<file path="config.mk">
export PLATFORM = sky130hd
export DESIGN_NAME = gamma_inverse_pwl
export DESIGN_NICKNAME = d
export VERILOG_FILES = /design/src/rtl/gamma_inverse_pwl.sv
export SDC_FILE = /design/constraint.sdc
export NUM_CORES = 2
export LEC_CHECK = 0
export CAP_MARGIN = 20
export CORE_AREA = 2 2 232 405
export CTS_CLUSTER_SIZE = 16
export DETAILED_ROUTE_END_ITERATION = 12
export DIE_AREA = 0 0 234 407
export MAX_ROUTING_LAYER = met4
export PLACE_DENSITY_LB_ADDON = 0.08
export SLEW_MARGIN = 5
export SYNTH_ARGS = -nofsm -noshare
export SYNTH_HDL_FRONTEND = slang
export SYNTH_SLANG_ARGS = --single-unit
export TNS_END_PERCENT = 100
</file>
<file path="constraint.sdc">
create_clock -name clk -period 13.6 [get_ports clk]
set_input_delay 2.72 -clock clk [delete_from_list [all_inputs] [get_ports clk]]
set_output_delay 2.72 -clock clk [all_outputs]
set_load 0.005 [all_outputs]
</file>
<file path="src/rtl/gamma_inverse_pwl.sv">
// Inverse-gamma linearizer: 16-segment PWL curve from a shared 17-entry breakpoint table, 3 planes.
// Optional per-pixel bypass port when GAMMA_INV_BYPASS_EN is defined.
module gamma_inverse_pwl #(
    parameter int DATA_W = 12
) (
    input  logic              clk,
    input  logic              rst,
    input  logic              inpvalid,
    input  logic [DATA_W-1:0] din0,
    input  logic [DATA_W-1:0] din1,
    input  logic [DATA_W-1:0] din2,
    input  logic              wr_en,
    input  logic [4:0]        wr_addr,
    input  logic [12:0]       wr_data,
`ifdef GAMMA_INV_BYPASS_EN
    input  logic              bypass,
`endif
    output logic              outvalid,
    output logic [DATA_W-1:0] dout0,
    output logic [DATA_W-1:0] dout1,
    output logic [DATA_W-1:0] dout2
);

    logic [12:0]       bp [0:16];
    logic [DATA_W-1:0] din_a [3];
    logic              byp_in;

    logic              vld_p0, vld_p1, vld_p2;
    logic              byp_p0, byp_p1;
    logic [DATA_W-1:0] din_p0 [3];
    logic [12:0]       base_p0 [3];
    logic [12:0]       next_p0 [3];
    logic [DATA_W-1:0] din_p1 [3];
    logic [12:0]       base_p1 [3];
    logic signed [21:0] prod_p1 [3];
    logic [DATA_W-1:0] dout_p2 [3];

    logic signed [13:0] d_c [3];
    logic signed [21:0] prod_c [3];

    assign din_a[0] = din0;
    assign din_a[1] = din1;
    assign din_a[2] = din2;

`ifdef GAMMA_INV_BYPASS_EN
    assign byp_in = bypass;
`else
    assign byp_in = 1'b0;
`endif

    function automatic logic [DATA_W-1:0] round_clamp(input logic signed [21:0] p,
                                                      input logic [12:0] base);
        logic signed [21:0] r;
        logic signed [15:0] y;
        logic [DATA_W-1:0]  res;
        r = (p + 22'sd128) >>> 8;
        y = 16'(r) + signed'({3'b000, base});
        if (y < 16'sd0)
            res = '0;
        else if (y > 16'sd4095)
            res = 12'd4095;
        else
            res = y[11:0];
        return res;
    endfunction

    // Control, table and output register: asynchronous reset restores identity table.
    always_ff @(posedge clk or posedge rst) begin
        if (rst) begin
            vld_p0 <= 1'b0;
            vld_p1 <= 1'b0;
            vld_p2 <= 1'b0;
            for (int k = 0; k < 17; k++) bp[k] <= 13'(256 * k);
            for (int p = 0; p < 3; p++) dout_p2[p] <= '0;
        end else begin
            vld_p0 <= inpvalid;
            vld_p1 <= vld_p0;
            vld_p2 <= vld_p1;
            if (wr_en && (wr_addr <= 5'd16)) bp[wr_addr] <= wr_data;
            // S3: round, clamp, register output
            if (vld_p1) begin
                for (int p = 0; p < 3; p++)
                    dout_p2[p] <= byp_p1 ? din_p1[p] : round_clamp(prod_p1[p], base_p1[p]);
            end
        end
    end

    always_comb begin
        for (int p = 0; p < 3; p++) begin
            d_c[p]    = signed'({1'b0, next_p0[p]}) - signed'({1'b0, base_p0[p]});
            prod_c[p] = signed'({{8{d_c[p][13]}}, d_c[p]}) * signed'({14'b0, din_p0[p][7:0]});
        end
    end

    // S1 captures table entries before any same-edge write lands; S2 registers the product.
    always_ff @(posedge clk) begin
        if (inpvalid) begin
            byp_p0 <= byp_in;
            for (int p = 0; p < 3; p++) begin
                din_p0[p]  <= din_a[p];
                base_p0[p] <= bp[{1'b0, din_a[p][11:8]}];
                next_p0[p] <= bp[{1'b0, din_a[p][11:8]} + 5'd1];
            end
        end
        if (vld_p0) begin
            byp_p1 <= byp_p0;
            for (int p = 0; p < 3; p++) begin
                din_p1[p]  <= din_p0[p];
                base_p1[p] <= base_p0[p];
                prod_p1[p] <= prod_c[p];
            end
        end
    end

    assign outvalid = vld_p2;
    assign dout0    = dout_p2[0];
    assign dout1    = dout_p2[1];
    assign dout2    = dout_p2[2];

endmodule

</file>
* Yosys cells after proc, flatten, opt, wreduce, memory -nomap -nowiden
Memory sizes are Yosys's and may differ from the RTL's.
Cells that the tools add are included.
Widths: inputs -> output; s select.
** Storage, ports and cells
- Bits of input ports :: 58
- Bits in writable memories :: 219
- Bits in registers :: 260
- Memories kept :: 5
** Memories
- prod_p1 :: words 3, width 22, rd ports 3, clocked after memory_dff 0, write ports 3, RTL line 35 : logic signed [21:0] prod_p1 [3];
- base_p0 :: words 3, width 13, rd ports 3, clocked after memory_dff 0, write ports 3, RTL line 31 : logic [12:0] base_p0 [3];
- base_p1 :: words 3, width 13, rd ports 3, clocked after memory_dff 0, write ports 3, RTL line 34 : logic [12:0] base_p1 [3];
- next_p0 :: words 3, width 13, rd ports 3, clocked after memory_dff 0, write ports 3, RTL line 32 : logic [12:0] next_p0 [3];
- din_p0 :: words 3, width 12, rd ports 3, clocked after memory_dff 0, write ports 3, RTL line 30 : logic [DATA_W-1:0] din_p0 [3];
** Operators by class
- Bitwise logic cells :: 7
- $add $sub $neg :: 12
- Multiply operators :: 3
- Reduce and logical (&&, ||, !) cells :: 2
- $lt $le $gt $ge :: 15
- Multiplexer cells :: 31
** Operator list (number)
- $bmux 13 s5 :: 6
- $bwmux 221 :: 1
- $mux 13 :: 13
- $mux 12 :: 6
- $add 22x9->22 const B :: 3
- $mul 14x9->22 :: 3
- $demux 13 s5 :: 1
- $add 14x14->15 :: 3
- $gt 15x13->1 const B :: 3
- $lt 15x1->1 const B :: 3
- $ge 6x6->1 const B :: 7
- $sub 13x13->14 :: 3
- $not 5->6 :: 4
- $not 4->6 :: 3
- $add 4x1->5 const B :: 3
- $lt 6x1->1 const B :: 1
- $le 5x5->1 const B :: 1
- $mux 1 :: 4
- $logic_and 1x1->1 :: 2

* Longest topological paths before layout
- Depth in word-level cells :: 6
- Mapped depth :: 28

* Worst setup path before layout
Ideal clock, no wire load.
- Kind :: register -> register
- From :: memory base_p0[1][0] (netlist: base_p0[0][13])
- To :: memory prod_p1[1][20] (netlist: prod_p1[0][42]), data pin
- Slack :: 6.924 ns
- Buffers on the path :: 0
- Required time :: 13.338 ns
- Period minus slack after synthesis :: 6.676 ns
- Setup time :: 0.262 ns
- Cell stages (with the launch flop) :: 27
- Arrival :: 6.414 ns
- Path through :: edfxtp_1 -> ha_1 -> fa_1 -> nor2b_1 -> o21ai_0 -> a21boi_0 -> o21ai_0 -> a21oi_1 -> a311oi_1 -> xnor2_1 -> nand2_1 -> fa_1 -> inv_1 -> fa_1 -> fa_1 -> inv_1 -> fa_1 -> inv_1 -> ha_1 -> and3_1 -> a22oi_1 -> o21ai_1 -> or4_1 -> a221o_1 -> a41oi_2 -> a21oi_1 -> xor2_1
** RTL lines (RTL line)
- start: declaration :: 31
- end: declaration :: 35

==> run metrics <==
FF/Latch Area 12100 µm²; Final Hold Vio Count 0; worst skew pair latency 0.66 ns; Tot GR Track Use between 20% and 30%; RSZ-0062 raised after global routing false; full die area 95200 µm²; Peak Freq about 130 MHz; Synth warnings 0; Yosys top cell area share roughly a fifth; syn nets 4036; Fill cells a little over 8000; Die Span Y just over 400 µm; synthesis-to-finish area growth 10.1%; setup TNS 0 ns; most frequent cell after synthesis inv_1; top layer in use met4; first-pass GRT wire length 189000 µm; ANT nets after route 0; r2r setup slk 6.01 ns; # nets final slightly above 4000; endpoints failing setup 0; Max-Cap Viols 0; mapped cell area 41000 µm²; fraction of layout cells with a size suffix above 1 a little under a quarter; post-synth cell types 77; DRT met1 WL 44600 µm; Synth area leaders mux4_2 19%, dfrtp_1 14%, edfxtp_1 14%; clock root cell clkbuf_16; postcts setup bufs 0; # port buffers 94; relative slew slack 25.4%; total grt overflow 0; async set or reset register ratio after synthesis 58.3%; Hold Buf Count CTS 0; largest net degree at the start of global routing 153; Initial DRC Count 2141; TritonCTS buffer count 49; via/cell ratio 6.03; clock slew at reported path FFs 0.07 ns; Mean Syn Cell Area 11.7 µm²; HPWL Detailed between 90000 and 100000 µm; Max Root-Sink Buffers 3; Yosys reg bits 446; Initial Utilization 44.7%; clk_skew slightly above 0.06 ns; Hold Path Depth 0; WP buf/inv 3; wire per inst between 20 and 30 µm; xor-xnor portion of the synthesized cell area 3.27%; CP max stage delay 0.58 ns; commonest cells in the netlist 467 x inv_1, 379 x nand2_1, 351 x mux4_2, 267 x fa_1, 231 x mux2_2; DRC Markers 0; leading area contributor after synthesis mux4_2; CTS tree done; Post-Synthesis Cells between 3000 and 4000; Hold Crit Class reg2reg; crit end category flop; slowest stage cell, crit path fa_1; Post-synth EDFFs around 190; Vias 28700; Synth Area in Simple Gates a little over a tenth; die extent in x around 230 µm; Final Util 49.2%; initial antenna violation count 4; Required @ worst endpoint 13.95 ns; routed length on met3 6830 µm; Worst Setup Path Type reg2reg; Slew @ Worst Pin around 1.1 ns; sequential-to-total area share from yosys stat around 30%; CP Launch Type flop; Max FO, Critical Path 8; minimum clock period 7.59 ns; CTS Sinks 446; CTS resizes 0; crit-path leading delay family adder cells; post-synthesis compound-gate area fraction 5.70%; Core Box Area 91800 µm²; proportion of synthesized area in mux cells 25.8%; Worst Reg-to-Reg Cells 26; Routability Congestion 0.915; Worst Path Arrival 7.95 ns; drt pass-1 iters 5; Top FF cell, synth dfrtp_1; multi-input logic area around 27000 µm²; post-synthesis adder-cell area fraction ~19%; metal2 WL between 60000 and 70000 µm; H-tree depth 2; CP Depth 26; io pins 95; most used cell along the critical path fa_1; Row Count 147; vias in the first global route 30200; status complete, no violations; max-slew violation count 0; post-route clock period utilization 55.8%; largest family of logic cells by synthesized area multiplexers; WL final around 130000 µm
==> layout make-up <==
| type | instances | area share (%) |
|---|---|---|
| antenna | 4 | 0.0221 |
| clock buffer | 61 | 3.02 |
| clock inverter | 31 | 0.778 |
| multi-input combinational | 2411 | 59.1 |
| inverter | 469 | 3.91 |
| sequential | 446 | 26.9 |
| tap | 1192 | 3.30 |
| timing repair buffer | 150 | 3.06 |
==> per-layer routing <==
metal | up-vias | GRT usage (%)
met2 | 1019 | 49.4
met4 | 0 | 14.0
met1 | 14800 | 30.4
li1 | 12500 | -
met5 | - | -
met3 | 355 | 3.55
==> sequential cells by signal, summed over array words and instances, names as in the netlist, 12 cells and up <==
register,cells
base_p1,39
prod_p1,45
dout0,12
next_p0,39
base_p0,39
din_p0,24
bp,221
dout2,12
dout1,12
==> final timing paths <==
| check | to | from |
|---|---|---|
| min in group asynchronous | bp[157] | rst |
| worst max-delay path | prod_p1[0][42] | base_p0[0][13] |
| worst max register to register | prod_p1[0][42] | base_p0[0][13] |
| worst min register to register | base_p1[0][0] | base_p0[0][0] |
| worst min-delay path | base_p1[0][0] | base_p0[0][0] |
| max in group asynchronous | dout0[1] | rst |
==> metrics by stage <==
step | instance area, µm² | hold slack [ns] | setup slack, ns | cells
floorplan | 41000 | 0.426 | 3.78 | 3510
global placement | 43400 | 0.435 | 6.29 | 4665
detailed placement | 43500 | 0.446 | 6.11 | 4667
CTS | 45200 | 0.465 | 6.04 | 4759
global route | 45200 | 0.496 | 5.56 | 4763
finish | 45200 | 0.462 | 6.01 | 4764
==> kinds of logic (layout without fill, tap and decap cells) <==
kind of cell / after synthesis / in the layout
simple gates: 877 / 877
buf+inv: 653 / 711
mux: 589 / 589
fa+ha+maj: 470 / 470
flops: 446 / 446
compound gates: 322 / 322
xor+xnor: 153 / 153
other cells: 0 / 4
==> layout by cell type, fill, tap and decap left out, types with 25 or more instances in the layout <==
master	n
mux4_2	351
mux2_2	231
edfxtp_1	186
inv_1	466
nand2_1	379
nand3_1	81
nor2_1	91
a221o_1	25
o21ai_0	60
xor2_1	34
clkdlybuf4s50_1	85
clkbuf_16	50
a21oi_1	61
nor3_1	31
xnor2_1	110
nor2b_1	53
buf_4	53
a32o_1	39
and2_1	115
nand3b_1	41
ha_1	198
dfstp_2	33
dfrtp_1	226
fa_1	267
Power is not shown: default switching activity piles up to over one toggle a cycle in this logic, so the estimate is an artifact.
